**src/rtl/noc_pkg.sv**
```systemverilog
// noc_pkg: constants, opcodes and FSM state type shared by the NoC network-interface blocks.
// Revision: 1.0
`default_nettype none

package noc_pkg;

  localparam int FLIT_WIDTH_DEF = 80;
  localparam int OPCODE_WIDTH   = 2;

  localparam logic [OPCODE_WIDTH-1:0] OP_READ  = 2'b00;
  localparam logic [OPCODE_WIDTH-1:0] OP_WRITE = 2'b01;

  // Header field LSB positions, derived from the flit MSB downwards.
  function automatic int hdr_op_lsb(input int flit_w, input int route_w);
    return flit_w - route_w - OPCODE_WIDTH;
  endfunction

  function automatic int hdr_len_lsb(input int flit_w, input int route_w, input int len_w);
    return hdr_op_lsb(flit_w, route_w) - len_w;
  endfunction

  function automatic int hdr_addr_lsb(input int flit_w, input int route_w, input int len_w,
                                      input int addr_w);
    return hdr_len_lsb(flit_w, route_w, len_w) - addr_w;
  endfunction

  typedef enum logic [0:0] {
    IDLE = 1'b0,
    BODY = 1'b1
  } tx_state_t;

endpackage

`default_nettype wire

```
**src/rtl/ni_tx_fifo.sv**
```systemverilog
// ni_tx_fifo: synchronous payload FIFO with asynchronous reset; push ignored when full, pop when empty.
// Revision: 1.0
`default_nettype none

module ni_tx_fifo #(
  parameter int WIDTH = 72,
  parameter int DEPTH = 4
) (
  input  logic             clk,
  input  logic             rst,
  input  logic             push,
  input  logic [WIDTH-1:0] push_data,
  input  logic             pop,
  output logic [WIDTH-1:0] pop_data,
  output logic             full,
  output logic             empty
);

  localparam int AW = $clog2(DEPTH);

  logic [WIDTH-1:0] mem [DEPTH];
  logic [AW-1:0]    wr_ptr;
  logic [AW-1:0]    rd_ptr;
  logic [AW:0]      count;
  logic             push_ok;
  logic             pop_ok;

  assign full     = (count == (AW+1)'(DEPTH));
  assign empty    = (count == '0);
  assign push_ok  = push & ~full;
  assign pop_ok   = pop & ~empty;
  assign pop_data = mem[rd_ptr];

  always_ff @(posedge clk) begin
    if (push_ok) mem[wr_ptr] <= push_data;
  end

  always_ff @(posedge clk or posedge rst) begin
    if (rst) begin
      wr_ptr <= '0;
      rd_ptr <= '0;
      count  <= '0;
    end else begin
      if (push_ok) wr_ptr <= wr_ptr + AW'(1);
      if (pop_ok)  rd_ptr <= rd_ptr + AW'(1);
      if (push_ok && !pop_ok)      count <= count + (AW+1)'(1);
      else if (pop_ok && !push_ok) count <= count - (AW+1)'(1);
    end
  end

endmodule

`default_nettype wire

```
**src/rtl/ni_flit_tx.sv**
```systemverilog
// ni_flit_tx: NI injection side; packetizes requests into header/body flits with stall backpressure.
// Optional statistics counters enabled by defining NI_TX_STATS_EN.  Revision: 1.0
`default_nettype none

module ni_flit_tx
  import noc_pkg::*;
#(
  parameter int FLIT_WIDTH    = FLIT_WIDTH_DEF,
  parameter int ROUTE_WIDTH   = 30,
  parameter int ADDR_WIDTH    = 32,
  parameter int DATA_WIDTH    = 64,
  parameter int LOG_MAX_BURST = 4,
  parameter int FIFO_DEPTH    = 4
) (
  input  logic                      clk,
  input  logic                      rst,
  input  logic                      req_valid,
  output logic                      req_ready,
  input  logic [ROUTE_WIDTH-1:0]    req_route,
  input  logic [1:0]                req_opcode,
  input  logic [ADDR_WIDTH-1:0]     req_addr,
  input  logic [LOG_MAX_BURST-1:0]  req_len,
  input  logic                      wr_valid,
  output logic                      wr_ready,
  input  logic [DATA_WIDTH-1:0]     wr_data,
  input  logic [DATA_WIDTH/8-1:0]   wr_be,
  output logic [FLIT_WIDTH-1:0]     FLIT_out,
  output logic                      VALID_out,
  output logic                      FWDAUX1_out,
  input  logic                      BWDAUX1_in,
  input  logic                      BWDAUX2_in,
`ifdef NI_TX_STATS_EN
  input  logic                      BWDAUX3_in,
  output logic [31:0]               stat_flits,
  output logic [31:0]               stat_pkts,
  output logic [31:0]               stat_stalls
`else
  input  logic                      BWDAUX3_in
`endif
);

  localparam int BEAT_W   = DATA_WIDTH + DATA_WIDTH/8;
  localparam int OP_LSB   = hdr_op_lsb(FLIT_WIDTH, ROUTE_WIDTH);
  localparam int LEN_LSB  = hdr_len_lsb(FLIT_WIDTH, ROUTE_WIDTH, LOG_MAX_BURST);
  localparam int ADDR_LSB = hdr_addr_lsb(FLIT_WIDTH, ROUTE_WIDTH, LOG_MAX_BURST, ADDR_WIDTH);

  tx_state_t                state;
  logic [LOG_MAX_BURST-1:0] cnt;
  logic                     out_free;
  logic                     is_write;
  logic                     fifo_full;
  logic                     fifo_empty;
  logic                     fifo_pop;
  logic [BEAT_W-1:0]        fifo_data;
  logic [FLIT_WIDTH-1:0]    hdr_flit;
  logic [FLIT_WIDTH-1:0]    body_flit;
  logic                     unused_aux;

  assign unused_aux = BWDAUX2_in ^ BWDAUX3_in;

  assign out_free  = ~VALID_out | ~BWDAUX1_in;
  assign req_ready = (state == IDLE) & out_free;
  assign is_write  = (req_opcode == OP_WRITE);
  assign wr_ready  = ~fifo_full;
  assign fifo_pop  = (state == BODY) & out_free & ~fifo_empty;

  always_comb begin
    hdr_flit = '0;
    hdr_flit[FLIT_WIDTH-1 -: ROUTE_WIDTH]  = req_route;
    hdr_flit[OP_LSB +: OPCODE_WIDTH]       = req_opcode;
    hdr_flit[LEN_LSB +: LOG_MAX_BURST]     = req_len;
    hdr_flit[ADDR_LSB +: ADDR_WIDTH]       = req_addr;
    body_flit = '0;
    body_flit[BEAT_W-1:0] = fifo_data;
  end

  ni_tx_fifo #(
    .WIDTH (BEAT_W),
    .DEPTH (FIFO_DEPTH)
  ) u_fifo (
    .clk       (clk),
    .rst       (rst),
    .push      (wr_valid),
    .push_data ({wr_be, wr_data}),
    .pop       (fifo_pop),
    .pop_data  (fifo_data),
    .full      (fifo_full),
    .empty     (fifo_empty)
  );

  // Output register only moves when the current flit has been taken (or none is pending).
  always_ff @(posedge clk or posedge rst) begin
    if (rst) begin
      state       <= IDLE;
      cnt         <= '0;
      FLIT_out    <= '0;
      VALID_out   <= 1'b0;
      FWDAUX1_out <= 1'b0;
    end else if (out_free) begin
      case (state)
        IDLE: begin
          if (req_valid) begin
            FLIT_out  <= hdr_flit;
            VALID_out <= 1'b1;
            if (is_write) begin
              FWDAUX1_out <= 1'b0;
              cnt         <= req_len;
              state       <= BODY;
            end else begin
              FWDAUX1_out <= 1'b1;
            end
          end else begin
            VALID_out   <= 1'b0;
            FWDAUX1_out <= 1'b0;
          end
        end
        BODY: begin
          if (!fifo_empty) begin
            FLIT_out    <= body_flit;
            VALID_out   <= 1'b1;
            FWDAUX1_out <= (cnt == '0);
            if (cnt == '0) state <= IDLE;
            else           cnt   <= cnt - LOG_MAX_BURST'(1);
          end else begin
            VALID_out   <= 1'b0;
            FWDAUX1_out <= 1'b0;
          end
        end
        default: state <= IDLE;
      endcase
    end
  end

`ifdef NI_TX_STATS_EN
  always_ff @(posedge clk or posedge rst) begin
    if (rst) begin
      stat_flits  <= '0;
      stat_pkts   <= '0;
      stat_stalls <= '0;
    end else begin
      if (VALID_out && !BWDAUX1_in && stat_flits != '1)                stat_flits  <= stat_flits + 32'd1;
      if (VALID_out && !BWDAUX1_in && FWDAUX1_out && stat_pkts != '1) stat_pkts   <= stat_pkts + 32'd1;
      if (VALID_out && BWDAUX1_in && stat_stalls != '1)               stat_stalls <= stat_stalls + 32'd1;
    end
  end
`endif

endmodule

`default_nettype wire

```
**config.mk**
```make
export PLATFORM = sky130hd
export DESIGN_NAME = ni_flit_tx
export DESIGN_NICKNAME = d
export VERILOG_FILES = /design/src/rtl/noc_pkg.sv /design/src/rtl/ni_tx_fifo.sv /design/src/rtl/ni_flit_tx.sv
export SDC_FILE = /design/constraint.sdc
export NUM_CORES = 1
export LEC_CHECK = 0
export CORE_ASPECT_RATIO = 1.4
export CORE_MARGIN = 3
export CORE_UTILIZATION = 68
export DETAILED_ROUTE_END_ITERATION = 6
export DONT_BUFFER_PORTS = 1
export GPL_TIMING_DRIVEN = 1
export PLACE_DENSITY = 0.84
export SLEW_MARGIN = 20
export SYNTH_ARGS = -nofsm -noshare
export SYNTH_HDL_FRONTEND = slang
export SYNTH_SLANG_ARGS = --single-unit
```
**constraint.sdc**
```tcl
create_clock -name clk -period 7.6 [get_ports clk]
set_clock_uncertainty 0.05 [all_clocks]
set_input_delay 1.52 -clock clk [delete_from_list [all_inputs] [get_ports clk]]
set_output_delay 1.52 -clock clk [all_outputs]
set_load 0.005 [all_outputs]
```
==> impl_summary.txt <==
----------------------------------------------------
[GRT]
  Vias in the first global route ... 7701
  Grt total ovfl ... 0
  Global-route wire length before repair ... 42700 um
  Antenna violations before repair ... 0
  Overall global routing resource usage ... 24.0%
  Largest net degree at the start of global routing ... 117

[Clocking]
  Clock-pin slew of the registers on the worst-case setup and hold paths ... 60 ps
  Latest clock arrival within the worst-skew pair ... 510 ps
  Cts-stage hold buffer count ... 0
  Root buffer selected by CTS ... clkbuf_16
  Post-CTS Setup Inserts ... 0
  Number of resized instances in the post-cts repair step ... 0
  Clk buf depth ... 3
  Clock tree from TritonCTS ... yes
  Number of buffers created by CTS ... 35
  Number of clock sinks seen by CTS ... 382
  CTS HTree Levels ... 2

[Floorplan]
  Number of I/O pins ... 231
  Core footprint ... 21300 um^2
  Vertical die dimension ... 180 um
  Chip Width ... 131 um
  Initial standard-cell utilization of the core ... 69.4%
  Full die area ... 23500 um^2
  Rows ... 63

[Finish]
  Combined area of the multi-input logic cells ... 3520 um^2
  Share of final-layout standard cells stronger than drive strength 1 ... 17.6%
  Most common cell after layout, fill and taps aside ... edfxtp_1
  Final non-filler cell area ... 16200 um^2
  Number of inserted diodes ... 0
  Sequential standard cell area ... 11000 um^2
  # fillers ... 1124
  NumNets Final ... 941
  Most frequent cells in the layout ... edfxtp_1, dfrtp_1, mux4_2
  Area overhead of the layout relative to synthesis ... 9.60%

[Synth]
  Xor/xnor cell area share of the yosys netlist ... 0.356%
  Unique cell type count in the Yosys netlist ... 41
  Netlist area before placement ... 14800 um^2
  Number of instances in the synthesized netlist ... 786
  Simple-gate area share of the yosys netlist ... 2.75%
  Number of enable-type register cells in the synthesized netlist ... 288
  Synth warn ... 0
  Commonest register cell after synthesis ... edfxtp_1
  Sequential element share of the synthesized area ... 74.5%
  Synth Area in Compound Gates ... 3.98%
  Nets in the synthesized netlist ... 940
  Number of synthesized register bits ... 382
  Share of async-settable or async-resettable flops after synthesis ... 24.6%
  Multiplexer area fraction after synthesis ... 16.0%
  Post-Synth Adder-Cell Area ... 0.644%
  Combinational family with the most area after synthesis ... multiplexers
  Mean instance size in the synthesized netlist ... 18.8 um^2

[Routing]
  Sum of routed wire length over all layers ... 28700 um
  Number of iterations in the first detailed-routing pass ... 5
  Highest signal layer in the routed design ... met4
  Total routed wire length on the met1 layer ... 10400 um
  Drt wl/cell ... 26.7 um
  Post-route antenna net violation count ... 0
  Number of violations reported at the end of detailed-routing iteration 0 ... 622
  Vias after detailed routing ... 7174
  Wire length on met3 ... 2330 um
  DR WL met2 ... 15200 um
  Via density per instance ... 6.68
  Final routed DRC violation total ... 0

[Worst setup path]
  Number of cells traversed by the worst register-to-register path ... 6
  Worst-path maximum fanout ... 20
  Kind of critical path ... input port to flop
  Capturing element type of the critical path ... flop
  CP required ... 7930 ps
  Kind of launch point of the worst setup path ... input port
  WP data arrival ... 3710 ps

[Worst hold path]
  Tightest Hold Check Type ... flop to flop
  Cell depth of the worst min-delay path ... 1

[STA]
  Headroom to the max-slew limit ... 26.8%
  Final Max Tran Viols ... 0
  Actual slew at the worst max-slew pin ... 1100 ps
  Setup total negative slack ... 0 ps
  Number of failing hold endpoints at the final stage ... 0
  Final worst path period share ... 44.5%
  Setup repair after global routing missed its margin ... false
  Final critical-path required period ... 3380 ps
  FMAX ... 0.296 GHz
  Setup-failing EPs final ... 0

[Place]
  Dpl cell area ... 14900 um^2
  HPWL after detailed placement ... 16400 um
  PortBufs ... 0
  Routability congestion estimate ... 0.803

[Pwr]
  Worst VDD drop ... 0.000241 V
  Power Dens Cells ... 417 nW/um^2
  Leakage power figure ... 5.70 nW

[Status]
  Result of the run ... finished clean

[Flow run]
  Number of max-cap violations ... 0

----------------------------------------------------
[cells in the mapped netlist (all sizes together) (2+ instances only)]
library cell | instances | area [um^2]
nand2b | 2 | 12.5
buf | 26 | 169
xor2 | 3 | 26.3
o21ai | 16 | 80.1
ha | 6 | 75.1
nand2 | 15 | 56.3
xnor2 | 3 | 26.3
inv | 8 | 30.0
nand3 | 3 | 15.0
mux2 | 2 | 22.5
dfrtp | 94 | 2350
edfxtp | 288 | 8650
and3 | 5 | 31.3
clkbuf | 18 | 67.6
a31oi | 2 | 12.5
a22oi | 4 | 30.0
a22o | 13 | 114
mux4 | 72 | 1620
and2 | 3 | 18.8
nor2 | 58 | 218
mux2i | 71 | 711
a21oi | 60 | 300
[state kept, by name, indices dropped and copies added, names as in the netlist]
register,flops
FLIT_out,80
FWDAUX1_out,1
VALID_out,1
cnt,4
state,1
u_fifo.count,3
u_fifo.mem,288
u_fifo.rd_ptr,2
u_fifo.wr_ptr,2
[final timing paths]
check / start / end / slack [ps]
max in group asynchronous: rst / u_fifo.rd_ptr[0] / 5320
max: BWDAUX1_in / u_fifo.count[1] / 4220
min: u_fifo.count[2] / u_fifo.count[2] / 490
max reg2reg: state / FLIT_out[50] / 4360
min reg2reg: u_fifo.count[2] / u_fifo.count[2] / 490
min in group asynchronous: rst / FLIT_out[18] / 800
[worst max-delay path, stage by stage]
cell,delay [ps]
nand2_1,160
and3_1,850
inv_1,160
ha_1,270
inv_1,70
fa_1,410
mux2_2,270
[per-layer routing]
metal  GRT usage [%]  up-vias
met3            6.55       61
met5               0        -
met1            30.4     3684
met2            40.1      344
met4            8.60        0
li1                -     3085
[metrics by stage]
step / std cells / setup slack, ps / hold WS (ps) / util (%) / power, mW
finish: 1074 / 4220 / 491 / 76.0 / 6.75
global route: 1074 / 4080 / 516 / 76.0 / 7.09
floorplan: 786 / 3580 / 427 / - / 4.61
global placement: 1005 / 3790 / 449 / 70.1 / 4.90
detailed placement: 1005 / 3740 / 462 / 70.1 / 5.04
CTS: 1069 / 4140 / 477 / 75.4 / 6.75
[power by group]
part | internal, mW | leakage [nW] | switching [mW]
registers | 2.85 | 3.73 | 0.461
logic | 0.848 | 1.43 | 0.897
clock network | 0.985 | 0.546 | 0.712
total | 4.68 | 5.70 | 2.07
[final cells by class]
cell class / instances / share of cell area [%]
repair buffers: 8 / 1.01
clock inverters: 14 / 0.835
inverters: 8 / 0.201
flip-flops and latches: 382 / 68.1
multi-input cells: 352 / 21.7
well taps: 260 / 2.01
clock buffers: 50 / 6.14
[kinds of logic (layout without fill, tap and decap cells)]
kind of cell               Yosys count  in the layout
xor gates and xnor gates             6              6
AOI/OAI and AO/OA                  101            101
adders and majority gates            7              7
muxes                              145            145
buffers and inverters               52             80
and+or+nand+nor                     93             93
DFF                                382            382
No activity file was read; power rests on OpenSTA's default activity.
